<file path="src/rtl/riscv_io_pkg.sv">
// Shared definitions for the picorv32 stream port block: register offsets
// inside a 16-byte channel window, the bus FSM state type and a helper
// that assembles the status word.
package riscv_io_pkg;

  // Byte offsets inside one channel window (only bits [3:2] are decoded)
  localparam logic [3:0] OFF_TX   = 4'h0;
  localparam logic [3:0] OFF_RX   = 4'h4;
  localparam logic [3:0] OFF_STAT = 4'h8;
  localparam logic [3:0] OFF_RSVD = 4'hC;

  // Bus handshake states: wait for a completable request, then pulse ready
  typedef enum logic {
    ST_IDLE = 1'b0,
    ST_RESP = 1'b1
  } bus_state_t;

  // Status layout: bit0 TX full, bit1 RX empty, [15:8] TX count, [23:16] RX count
  function automatic logic [31:0] status_word(
    input logic       tx_full,
    input logic       rx_empty,
    input logic [7:0] tx_cnt,
    input logic [7:0] rx_cnt
  );
    return {8'h00, rx_cnt, tx_cnt, 6'b0, rx_empty, tx_full};
  endfunction

endpackage

</file>
<file path="src/rtl/stream_fifo.sv">
// Small synchronous FIFO used for every TX and RX queue of the stream ports.
// The head entry is read combinationally so the stream side can present it
// directly on its data output. Push while full and pop while empty are
// ignored, so callers may gate loosely without corrupting the pointers.
module stream_fifo #(
  parameter int WIDTH = 32,
  parameter int DEPTH = 4
) (
  input  logic                     clk,
  input  logic                     resetn,
  input  logic                     push,
  input  logic [WIDTH-1:0]         push_data,
  input  logic                     pop,
  output logic [WIDTH-1:0]         head,
  output logic                     full,
  output logic                     empty,
  output logic [$clog2(DEPTH):0]   count
);

  localparam int AW = $clog2(DEPTH);
  localparam int CW = AW + 1;

  logic [WIDTH-1:0] mem [DEPTH];
  logic [AW-1:0]    wr_ptr_reg;
  logic [AW-1:0]    rd_ptr_reg;
  logic [CW-1:0]    count_reg;
  logic             push_ok;
  logic             pop_ok;

  assign full    = (count_reg == CW'(DEPTH));
  assign empty   = (count_reg == '0);
  assign count   = count_reg;
  assign push_ok = push && !full;
  assign pop_ok  = pop && !empty;
  assign head    = mem[rd_ptr_reg];

  // Storage write; contents need no reset because count gates visibility
  always_ff @(posedge clk) begin
    if (push_ok) begin
      mem[wr_ptr_reg] <= push_data;
    end
  end

  // Pointer and occupancy bookkeeping; power-of-two depth makes pointers wrap naturally
  always_ff @(posedge clk or negedge resetn) begin
    if (!resetn) begin
      wr_ptr_reg <= '0;
      rd_ptr_reg <= '0;
      count_reg  <= '0;
    end else begin
      if (push_ok) begin
        wr_ptr_reg <= wr_ptr_reg + 1'b1;
      end
      if (pop_ok) begin
        rd_ptr_reg <= rd_ptr_reg + 1'b1;
      end
      case ({push_ok, pop_ok})
        2'b10:   count_reg <= count_reg + 1'b1;
        2'b01:   count_reg <= count_reg - 1'b1;
        default: count_reg <= count_reg;
      endcase
    end
  end

endmodule

</file>
<file path="src/rtl/riscv_stream_ports.sv">
// Memory-mapped stream ports for a picorv32 core. Each channel has a
// 16-byte window holding a TX data register (CPU -> stream), an RX data
// register (stream -> CPU) and a status register. Accesses that cannot
// complete yet (TX full, RX empty) simply stall: the request is held by
// the core until the FIFO state allows it, and mem_ready pulses one cycle
// after the cycle in which the push or pop was performed.
module riscv_stream_ports
  import riscv_io_pkg::*;
#(
  parameter int          NUM_CH     = 5,
  parameter int          DATA_WIDTH = 32,
  parameter int          DEPTH      = 4,
  parameter logic [31:0] BASE_ADDR  = 32'h2000_0000
) (
  input  logic                         clk,
  input  logic                         resetn,
  input  logic                         mem_valid,
  input  logic [31:0]                  mem_addr,
  input  logic [31:0]                  mem_wdata,
  input  logic [3:0]                   mem_wstrb,
  output logic                         mem_ready,
  output logic [31:0]                  mem_rdata,
  output logic                         hit,
  input  logic [NUM_CH-1:0]            val_in,
  input  logic [NUM_CH*DATA_WIDTH-1:0] din,
  output logic [NUM_CH-1:0]            ready_upward,
  output logic [NUM_CH-1:0]            val_out,
  output logic [NUM_CH*DATA_WIDTH-1:0] dout,
  input  logic [NUM_CH-1:0]            ready_downward
);

  localparam int CW = $clog2(DEPTH) + 1;

  // Address decode fields
  logic [3:0] ch_idx;
  logic [1:0] reg_idx;
  logic       is_wr;
  logic       sel_tx;
  logic       sel_rx;
  logic       sel_stat;

  // Per-channel FIFO views
  logic [NUM_CH-1:0]     ch_sel;
  logic [NUM_CH-1:0]     tx_full;
  logic [NUM_CH-1:0]     tx_empty;
  logic [NUM_CH-1:0]     rx_full;
  logic [NUM_CH-1:0]     rx_empty;
  logic [NUM_CH-1:0]     tx_push;
  logic [NUM_CH-1:0]     tx_pop;
  logic [NUM_CH-1:0]     rx_push;
  logic [NUM_CH-1:0]     rx_pop;
  logic [DATA_WIDTH-1:0] tx_head  [NUM_CH];
  logic [DATA_WIDTH-1:0] rx_head  [NUM_CH];
  logic [CW-1:0]         tx_count [NUM_CH];
  logic [CW-1:0]         rx_count [NUM_CH];
  logic [31:0]           ch_status[NUM_CH];

  // Values of the channel addressed by the current request
  logic                  cur_tx_full;
  logic                  cur_rx_empty;
  logic [DATA_WIDTH-1:0] cur_rx_head;
  logic [31:0]           cur_status;

  // Bus FSM
  bus_state_t  state_reg;
  logic        ready_reg;
  logic [31:0] rdata_reg;
  logic [31:0] rdata_next;
  logic        stall;
  logic        accept;

  // Byte-lane bits are not part of the register decode
  logic unused_addr_bits;
  assign unused_addr_bits = ^mem_addr[1:0];

  // The window is 256-byte aligned, so the upper address bits identify it and
  // bits [7:4] select the channel; widen to 5 bits so NUM_CH=16 compares cleanly
  assign hit = mem_valid
            && (mem_addr[31:8] == BASE_ADDR[31:8])
            && ({1'b0, mem_addr[7:4]} < 5'(NUM_CH));

  assign ch_idx   = mem_addr[7:4];
  assign reg_idx  = mem_addr[3:2];
  assign is_wr    = |mem_wstrb;
  assign sel_tx   = (reg_idx == OFF_TX[3:2]);
  assign sel_rx   = (reg_idx == OFF_RX[3:2]);
  assign sel_stat = (reg_idx == OFF_STAT[3:2]);

  // Stream-side handshakes: present TX head downstream, accept upstream when RX has room
  assign val_out      = ~tx_empty;
  assign ready_upward = ~rx_full;
  assign tx_pop       = val_out & ready_downward;
  assign rx_push      = val_in & ready_upward;

  generate
    for (genvar gi = 0; gi < NUM_CH; gi++) begin : g_ch
      assign ch_sel[gi]  = hit && (ch_idx == 4'(gi));
      // CPU-side push/pop only fire in the cycle the request is accepted
      assign tx_push[gi] = accept && ch_sel[gi] && is_wr && sel_tx;
      assign rx_pop[gi]  = accept && ch_sel[gi] && !is_wr && sel_rx;

      assign dout[gi*DATA_WIDTH +: DATA_WIDTH] = tx_head[gi];
      assign ch_status[gi] = status_word(tx_full[gi], rx_empty[gi],
                                         8'(tx_count[gi]), 8'(rx_count[gi]));

      stream_fifo #(
        .WIDTH (DATA_WIDTH),
        .DEPTH (DEPTH)
      ) u_tx_fifo (
        .clk       (clk),
        .resetn    (resetn),
        .push      (tx_push[gi]),
        .push_data (mem_wdata[DATA_WIDTH-1:0]),
        .pop       (tx_pop[gi]),
        .head      (tx_head[gi]),
        .full      (tx_full[gi]),
        .empty     (tx_empty[gi]),
        .count     (tx_count[gi])
      );

      stream_fifo #(
        .WIDTH (DATA_WIDTH),
        .DEPTH (DEPTH)
      ) u_rx_fifo (
        .clk       (clk),
        .resetn    (resetn),
        .push      (rx_push[gi]),
        .push_data (din[gi*DATA_WIDTH +: DATA_WIDTH]),
        .pop       (rx_pop[gi]),
        .head      (rx_head[gi]),
        .full      (rx_full[gi]),
        .empty     (rx_empty[gi]),
        .count     (rx_count[gi])
      );
    end
  endgenerate

  // Select the addressed channel's FIFO state; ch_sel is one-hot or all zero
  always_comb begin
    cur_tx_full  = 1'b0;
    cur_rx_empty = 1'b0;
    cur_rx_head  = '0;
    cur_status   = '0;
    for (int c = 0; c < NUM_CH; c++) begin
      if (ch_sel[c]) begin
        cur_tx_full  = tx_full[c];
        cur_rx_empty = rx_empty[c];
        cur_rx_head  = rx_head[c];
        cur_status   = ch_status[c];
      end
    end
  end

  // Stall decision uses current occupancy only, so a same-cycle stream pop or
  // push never lets the CPU slip into a full TX or an empty RX
  assign stall  = (is_wr && sel_tx && cur_tx_full)
               || (!is_wr && sel_rx && cur_rx_empty);
  assign accept = hit && (state_reg == ST_IDLE) && !stall;

  // Read data: RX head zero-extended, status word, everything else reads zero
  always_comb begin
    rdata_next = '0;
    if (!is_wr) begin
      if (sel_rx) begin
        rdata_next[DATA_WIDTH-1:0] = cur_rx_head;
      end else if (sel_stat) begin
        rdata_next = cur_status;
      end
    end
  end

  // Bus FSM: capture the response on accept, pulse mem_ready for one cycle
  always_ff @(posedge clk or negedge resetn) begin
    if (!resetn) begin
      state_reg <= ST_IDLE;
      ready_reg <= 1'b0;
      rdata_reg <= '0;
    end else if (state_reg == ST_RESP) begin
      state_reg <= ST_IDLE;
      ready_reg <= 1'b0;
    end else if (accept) begin
      state_reg <= ST_RESP;
      ready_reg <= 1'b1;
      rdata_reg <= rdata_next;
    end
  end

  assign mem_ready = ready_reg;
  assign mem_rdata = rdata_reg;

endmodule

</file>
<file path="config.mk">
export PLATFORM = sky130hd
export DESIGN_NAME = riscv_stream_ports
export DESIGN_NICKNAME = d
export VERILOG_FILES = /design/src/rtl/riscv_io_pkg.sv /design/src/rtl/stream_fifo.sv /design/src/rtl/riscv_stream_ports.sv
export SDC_FILE = /design/constraint.sdc
export NUM_CORES = 1
export LEC_CHECK = 0
export BUFFER_PORTS_ARGS = -buffer_cell sky130_fd_sc_hd__buf_2
export CAP_MARGIN = 10
export CORE_MARGIN = 5
export CORE_UTILIZATION = 54
export CTS_BUF_LIST = sky130_fd_sc_hd__clkbuf_16
export CTS_CLUSTER_SIZE = 28
export DETAILED_ROUTE_END_ITERATION = 8
export PLACE_DENSITY_LB_ADDON = 0.3
export REMOVE_ABC_BUFFERS = 1
export SYNTH_ARGS = -nofsm -noshare
export SYNTH_HDL_FRONTEND = slang
export SYNTH_SLANG_ARGS = --single-unit
</file>
<file path="constraint.sdc">
create_clock -name clk -period 3.3 [get_ports clk]
set_input_delay 0.825 -clock clk [delete_from_list [all_inputs] [get_ports clk]]
set_output_delay 0.825 -clock clk [all_outputs]
set_load 0.01 [all_outputs]
</file>
### Yosys cells after proc, flatten, opt, wreduce, memory -nomap -nowiden

Memory sizes are Yosys's and may differ from the RTL's.
Index checks and enable logic that the tools add are counted.

| storage, ports and cells | value |
|---|---|
| memories | 10 |
| flip-flop bits (word level) | 104 |
| logic and storage cells | 289 |
| output and inout bits | 204 |
| RAM bits | 1280 |

Memories:

| memory | words | bits a word | rd ports | clocked after memory_dff | wr ports | line | source |
|---|---|---|---|---|---|---|---|
| g_ch[0].u_rx_fifo.mem | 4 | 32 | 1 | 0 | 1 | stream_fifo.sv:23 | `logic [WIDTH-1:0] mem [DEPTH];` |
| g_ch[0].u_tx_fifo.mem | 4 | 32 | 1 | 0 | 1 | stream_fifo.sv:23 |  |
| g_ch[1].u_rx_fifo.mem | 4 | 32 | 1 | 0 | 1 | stream_fifo.sv:23 |  |
| g_ch[1].u_tx_fifo.mem | 4 | 32 | 1 | 0 | 1 | stream_fifo.sv:23 |  |
| g_ch[2].u_rx_fifo.mem | 4 | 32 | 1 | 0 | 1 | stream_fifo.sv:23 |  |
| g_ch[2].u_tx_fifo.mem | 4 | 32 | 1 | 0 | 1 | stream_fifo.sv:23 |  |
| +4 memories | -- | -- | -- | -- | -- | -- |  |

| operators by class | value |
|---|---|
| reductions and logical operators | 106 |
| bitwise logic cells | 5 |
| $lt $le $gt $ge | 1 |
| muxes and demuxes | 57 |
| add/subtract/negate cells | 40 |
| equal/unequal tests | 37 |

Operators with widths:

| cell | count |
|---|---|
| $mux 32 | 12 |
| $pmux 3 s2 | 10 |
| $logic_and 1x1->1 | 58 |
| $add 2x1->2 const B | 20 |
| $mux 1 | 34 |
| $add 3x1->3 const B | 10 |
| $eq 3x3->1 const B | 10 |
| $logic_not 3->1 | 10 |
| $sub 3x1->3 const B | 10 |
| $eq 24x22->1 const B | 1 |
| $eq 2x1->1 const B | 11 |
| $eq 2x2->1 const B | 11 |
| $logic_not 1->1 | 22 |
| $reduce_bool 2->1 | 11 |
| $mux 19 | 1 |
| $and 5x5->5 | 2 |
| $not 5->5 | 2 |
| $eq 4x2->1 const B | 2 |
| $eq 4x1->1 const B | 1 |
| $eq 4x3->1 const B | 1 |
| $logic_not 4->1 | 1 |
| $lt 4x3->1 const B | 1 |
| $reduce_or 4->1 | 1 |
| $logic_not 2->1 | 1 |
| other kinds (3) | 3 |

### Depth between registers and ports, before layout

| logic depth | value |
|---|---|
| word-level depth | 19 |
| gate-level depth with buffers | 14 |
| depth with buffers taken out | 12 |

### By module

From an unflattened synthesis, not the netlist that was laid out.

| unflattened totals | value |
|---|---|
| cell total of the unflattened synthesis | 2369 |
| area total of the unflattened synthesis | 54110.6 sq um |

By module, submodules not included:

| module | area each (sq um) | cells each | times used |
|---|---|---|---|
| stream_fifo | 5091.1 | 205 | 10 |
| riscv_stream_ports | 3199.3 | 319 | 1 |

### Worst setup path after synthesis

OpenSTA, ideal clock, no wires.

| timing path | value |
|---|---|
| kind | input -> register |
| start | input port mem_addr[9] |
| end | memory g_ch[3].u_tx_fifo.mem[0][0], enable pin |
| buffers on the path | 2 |
| library setup time | 0.392 ns |
| data required time | 2.908 ns |
| data arrival time | 3.321 ns |
| path slack | -0.413 ns |
| stages | 8 |
| cells stage by stage | nor4_1 > nand3_2 > buf_6 > nor3_4 > buf_6 > nand2_2 > a2111oi_4 > and2_1 |

| between the ends | value |
|---|---|
| cells in the longest elaborated chain, start to end | 19 |
| elaborated cells between the ends (all ways) | 30 |

Ends and longest elaborated chain:

| what | line | source |
|---|---|---|
| start, declared | riscv_stream_ports.sv:18 | `input logic [31:0] mem_addr,` |
| $eq 24x22->1 * | riscv_stream_ports.sv:79 | `&& (mem_addr[31:8] == BASE_ADDR[31:8])` |
| $logic_and 1x1->1 * | riscv_stream_ports.sv:79 |  |
| $logic_and 1x1->1 * | riscv_stream_ports.sv:80 | `&& ({1'b0, mem_addr[7:4]} < 5'(NUM_CH));` |
| $logic_and 1x1->1 | riscv_stream_ports.sv:97 | `assign ch_sel[gi] = hit && (ch_idx == 4'(gi));` |
| $mux 1 (5 in series) | riscv_stream_ports.sv:145 | `if (ch_sel[c]) begin` |
| $logic_and 1x1->1 (on tied branches) | riscv_stream_ports.sv:156, riscv_stream_ports.sv:157 |  |
| $logic_or 1x1->1 | riscv_stream_ports.sv:157 | `\|\| (!is_wr && sel_rx && cur_rx_empty);` |
| $logic_not 1->1 | riscv_stream_ports.sv:158 | `assign accept = hit && (state_reg == ST_IDLE) && !stall;` |
| $logic_and 1x1->1 | riscv_stream_ports.sv:158 |  |
| $logic_and 1x1->1 * (3 in series) | riscv_stream_ports.sv:99 | `assign tx_push[gi] = accept && ch_sel[gi] && is_wr && sel_tx;` |
| $logic_and 1x1->1 * | stream_fifo.sv:33 | `assign push_ok = push && !full;` |
| $mux 1 * | stream_fifo.sv:39 | `if (push_ok) begin` |
| $mux 1 (not written as such) * | stream_fifo.sv:40 | `mem[wr_ptr_reg] <= push_data;` |
| end, declared | stream_fifo.sv:23 |  |

Mark *: on every way between the ends. The rest lies on a longest branch, timed or not.

### Worst setup path after layout

| timing path | value |
|---|---|
| start | input port mem_addr[14] |
| end | output port hit |

| between the ends | value |
|---|---|
| cells in the longest elaborated chain, start to end | 3 |

Ends and longest elaborated chain:

| what | line | source |
|---|---|---|
| $eq 24x22->1 | riscv_stream_ports.sv:79 |  |
| $logic_and 1x1->1 | riscv_stream_ports.sv:79 |  |
| $logic_and 1x1->1 | riscv_stream_ports.sv:80 |  |
| end, declared | riscv_stream_ports.sv:23 | `output logic hit,` |

Every way passes these cells.

==> impl_summary.log <==
[metrics] status: complete, no violations
[metrics] Max-slew headroom: between 40% and 50%
[metrics] clock latency at the later pin of the worst-skew pair: ~0.7 ns
[metrics] most used flip-flop cell after synthesis: edfxtp_1
[metrics] startpoint-to-endpoint class of the critical path: in -> out
[metrics] total DRC errors in the routed layout: 0
[metrics] via count: roughly 27000
[metrics] Avg Vias per Cell: slightly below 6
[metrics] Total Routing Usage GR: 24.3%
[metrics] Least-Margin Pin Slew: 0.793 ns
[metrics] sum of routed wire length over all layers: roughly 130000 um
[metrics] DR WL/cell: around 28 um
[metrics] fraction of registers with async set or reset after synthesis: 7.51%
[metrics] dominant cells by area after synthesis: edfxtp_1 72%, mux4_2 14%, dfrtp_1 4.9%
[metrics] Clock Sink Count: roughly 1400
[metrics] most frequent cells in the layout: 1280 x edfxtp_1, 441 x buf_2, 328 x mux4_2
[metrics] flip-flop and latch count after synthesis: 1384
[metrics] horizontal extent of the die: ~320 um
[metrics] post-synth cell types: 64
[metrics] sequential fraction of the synthesis area: between 70% and 80%
[metrics] count of flip-flops with a built-in enable after synthesis: about 1300
[metrics] global placer's final weighted congestion: about 0.84
[metrics] total overflow reported by the global router: 0
[metrics] Clock Tree Buf Depth: 3
[metrics] maximum number of pins on one net before global-route repair: 47
[metrics] y dimension of the die: about 320 um
[metrics] number of buffers created by CTS: 139
[metrics] count of endpoints failing hold in the final timing report: 0
[metrics] kind of launch point of the worst setup path: input pin
[metrics] number of maximum-capacitance constraint violations: 0
[metrics] max frequency: around 0.31 GHz
[metrics] final-report setup violation count: 0
[metrics] Post-Synthesis Cells: about 2400
[metrics] Max Fanout on Critical Path: 5
[metrics] Yosys warnings: 0
[metrics] unrepaired setup endpoints after global routing: no
[metrics] CTS clk-pin slew, worst paths: 0.06 ns
[metrics] first-pass GRT wire length: roughly 190000 um
[metrics] number of cells on the worst reg-to-reg path: 12
[metrics] Peak VDD IR: ~750 uV
[metrics] endpoint type of the worst setup path: primary output
[metrics] core box area: 98300 um^2
[metrics] fraction of layout cells with a size suffix above 1: a little under two fifths
[metrics] share of Yosys cell area claimed by the top area cell type: between 70% and 80%
[metrics] Synth Cell Area: ~53000 um^2
[metrics] classification of the worst-slack hold path: in -> async
[metrics] Placement Rows: ~120
[metrics] initial antenna violation count: 46
[metrics] buffer type at the clock tree root: clkbuf_16
[metrics] Top Ports: around 450
[metrics] static power due to leakage: approximately 22 nW
[metrics] Starting Density: a little over half
[metrics] most common cell after layout, fill and taps aside: edfxtp_1
[metrics] power per unit of standard cell area: around 700 nW/um^2
[metrics] Fin Setup TNS: 0 ns
[metrics] vias in the first global route: 28400
[metrics] reg2reg setup slack: 0.18 ns
[metrics] first-iteration detailed-routing DRC count: around 2800
[metrics] per-instance average area after synthesis: between 20 and 25 um^2
[metrics] worst hold margin: 0.139 ns
[metrics] detailed placer's ending HPWL: between 80000 and 90000 um
[metrics] count of input and output buffers: 442
[metrics] required time of the worst setup path: approximately 2.5 ns
[metrics] Die Footprint: approximately 110000 um^2
[metrics] final-report max-slew violation count: 0
[metrics] remaining antenna violation count after routing: 0
[metrics] Layout Area Growth over Synthesis: 18.6%
[metrics] Worst Path Arrival: approximately 2.4 ns
[metrics] capturing point of the worst reg2reg path: g_ch[2].u_rx_fifo.count[2]
[metrics] leading area contributor after synthesis: edfxtp_1
[metrics] worst reg2reg path startpoint: g_ch[0].u_rx_fifo.count[0]
[metrics] final setup skew: approximately 0.030 ns
[metrics] DRT Pass-1 Iters: 5
[metrics] maximum level of the CTS H-tree: 4
[metrics] post-route fraction of the period consumed by the critical path: 97.7%
[metrics] Nets: about 3400
[metrics] clock tree from TritonCTS: yes
[metrics] Period minus WS final: approximately 3.2 ns
-- cell usage after synthesis, types with 4 or more instances --
library cell     n
a21oi_1         30
a22oi_1         26
a32oi_1          4
and2_1          31
and3_1          22
buf_1           20
buf_2           26
clkbuf_1        65
dfrtp_1        104
edfxtp_1      1280
fa_1            10
ha_1            50
inv_1           65
mux2_1           4
mux2_2          29
mux2i_1         36
mux4_2         328
nand2_1         72
nand2b_1         4
nand3_1         18
nand4_1          6
nor2_1          26
nor2b_1          5
nor3_1          12
nor4_1           7
o211ai_1         4
o21ai_0         40
or3_1            8
xnor2_1         30
xor2_1          30
-- where the power goes --
group          total [mW]  switching [mW]  internal, mW
registers            21.8           0.593          21.2
clock network        15.6            6.42          9.14
logic                6.95            4.12          2.83
-- cells by family after synthesis --
group	Yosys count	share of synthesized area [%]
mux	398	15.2
buf+inv	178	1.34
flops	1384	76.8
simple gates	236	2.49
fa+ha+maj	60	1.55
compound gates	130	1.63
xor+xnor	60	0.983
-- final cells by class --
type	count	area, um^2
clock buffer	145	3630
tap	1287	1610
inverter	65	244
clock inverter	107	921
timing repair buffer	620	4110
antenna	26	65.1
multi-input combinational	884	11700
sequential	1384	41100
fill	6378	34900
-- layer usage --
layer	global-route usage [%]	part of all wire (%)	vias up	routed length, um
met4	8.69	3.4	22	4320
met2	42.0	53	1166	67300
li1	-	-	11400	-
met1	30.1	35	14100	45300
met5	0	0.12	-	149
met3	6.29	8.4	251	10700
-- through the flow --
step | instance area, um^2 | utilization, % | instances | power (mW) | setup WS (ns)
global placement | 58600 | 59.6 | 4223 | 28.6 | -0.394
global route | 63300 | 64.4 | 4503 | 46.0 | 0.00311
detailed placement | 58600 | 59.6 | 4223 | 29.0 | -0.535
CTS | 63100 | 64.2 | 4475 | 44.6 | 0.0110
floorplan | 53000 | - | 2333 | 25.8 | -0.996
finish | 63400 | 64.5 | 4518 | 44.3 | 0.0756
-- worst max-delay path by stage --
| stage | start | end | slack, ns | cells after the start |
|---|---|---|---|---|
| 6_report | mem_addr[14] | hit | 0.08 | 8 |
| 3_3_place_gp | mem_addr[27] | g_ch[2].u_rx_fifo.count[2] | -0.39 | 14 |
| 4_1_cts | mem_addr[7] | hit | 0.01 | 7 |
| 5_1_grt | mem_addr[14] | hit | 0.003 | 8 |
| 2_1_floorplan | mem_addr[14] | g_ch[0].u_tx_fifo.mem[0][0] | -1.0 | 6 |
| 3_5_place_dp | mem_addr[7] | g_ch[2].u_rx_fifo.count[2] | -0.54 | 13 |
-- repair_timing --
| item | in CTS | in global routing |
|---|---|---|
| setup buffers | 0 | 17 |
| hold buffers | 0 | 0 |
| pin swaps | 0 | 7 |
| setup endpoints to repair | 1 | 3 |
| gates resized for setup | 1 | 9 |
-- critical path, cell delays in order --
cell	delay, ns
buf_2	0.11
nor4_2	0.27
buf_4	0.16
nand3_2	0.17
buf_4	0.21
or3_1	0.37
inv_1	0.13
buf_2	0.16
No activity file was read; power rests on OpenSTA's default activity.
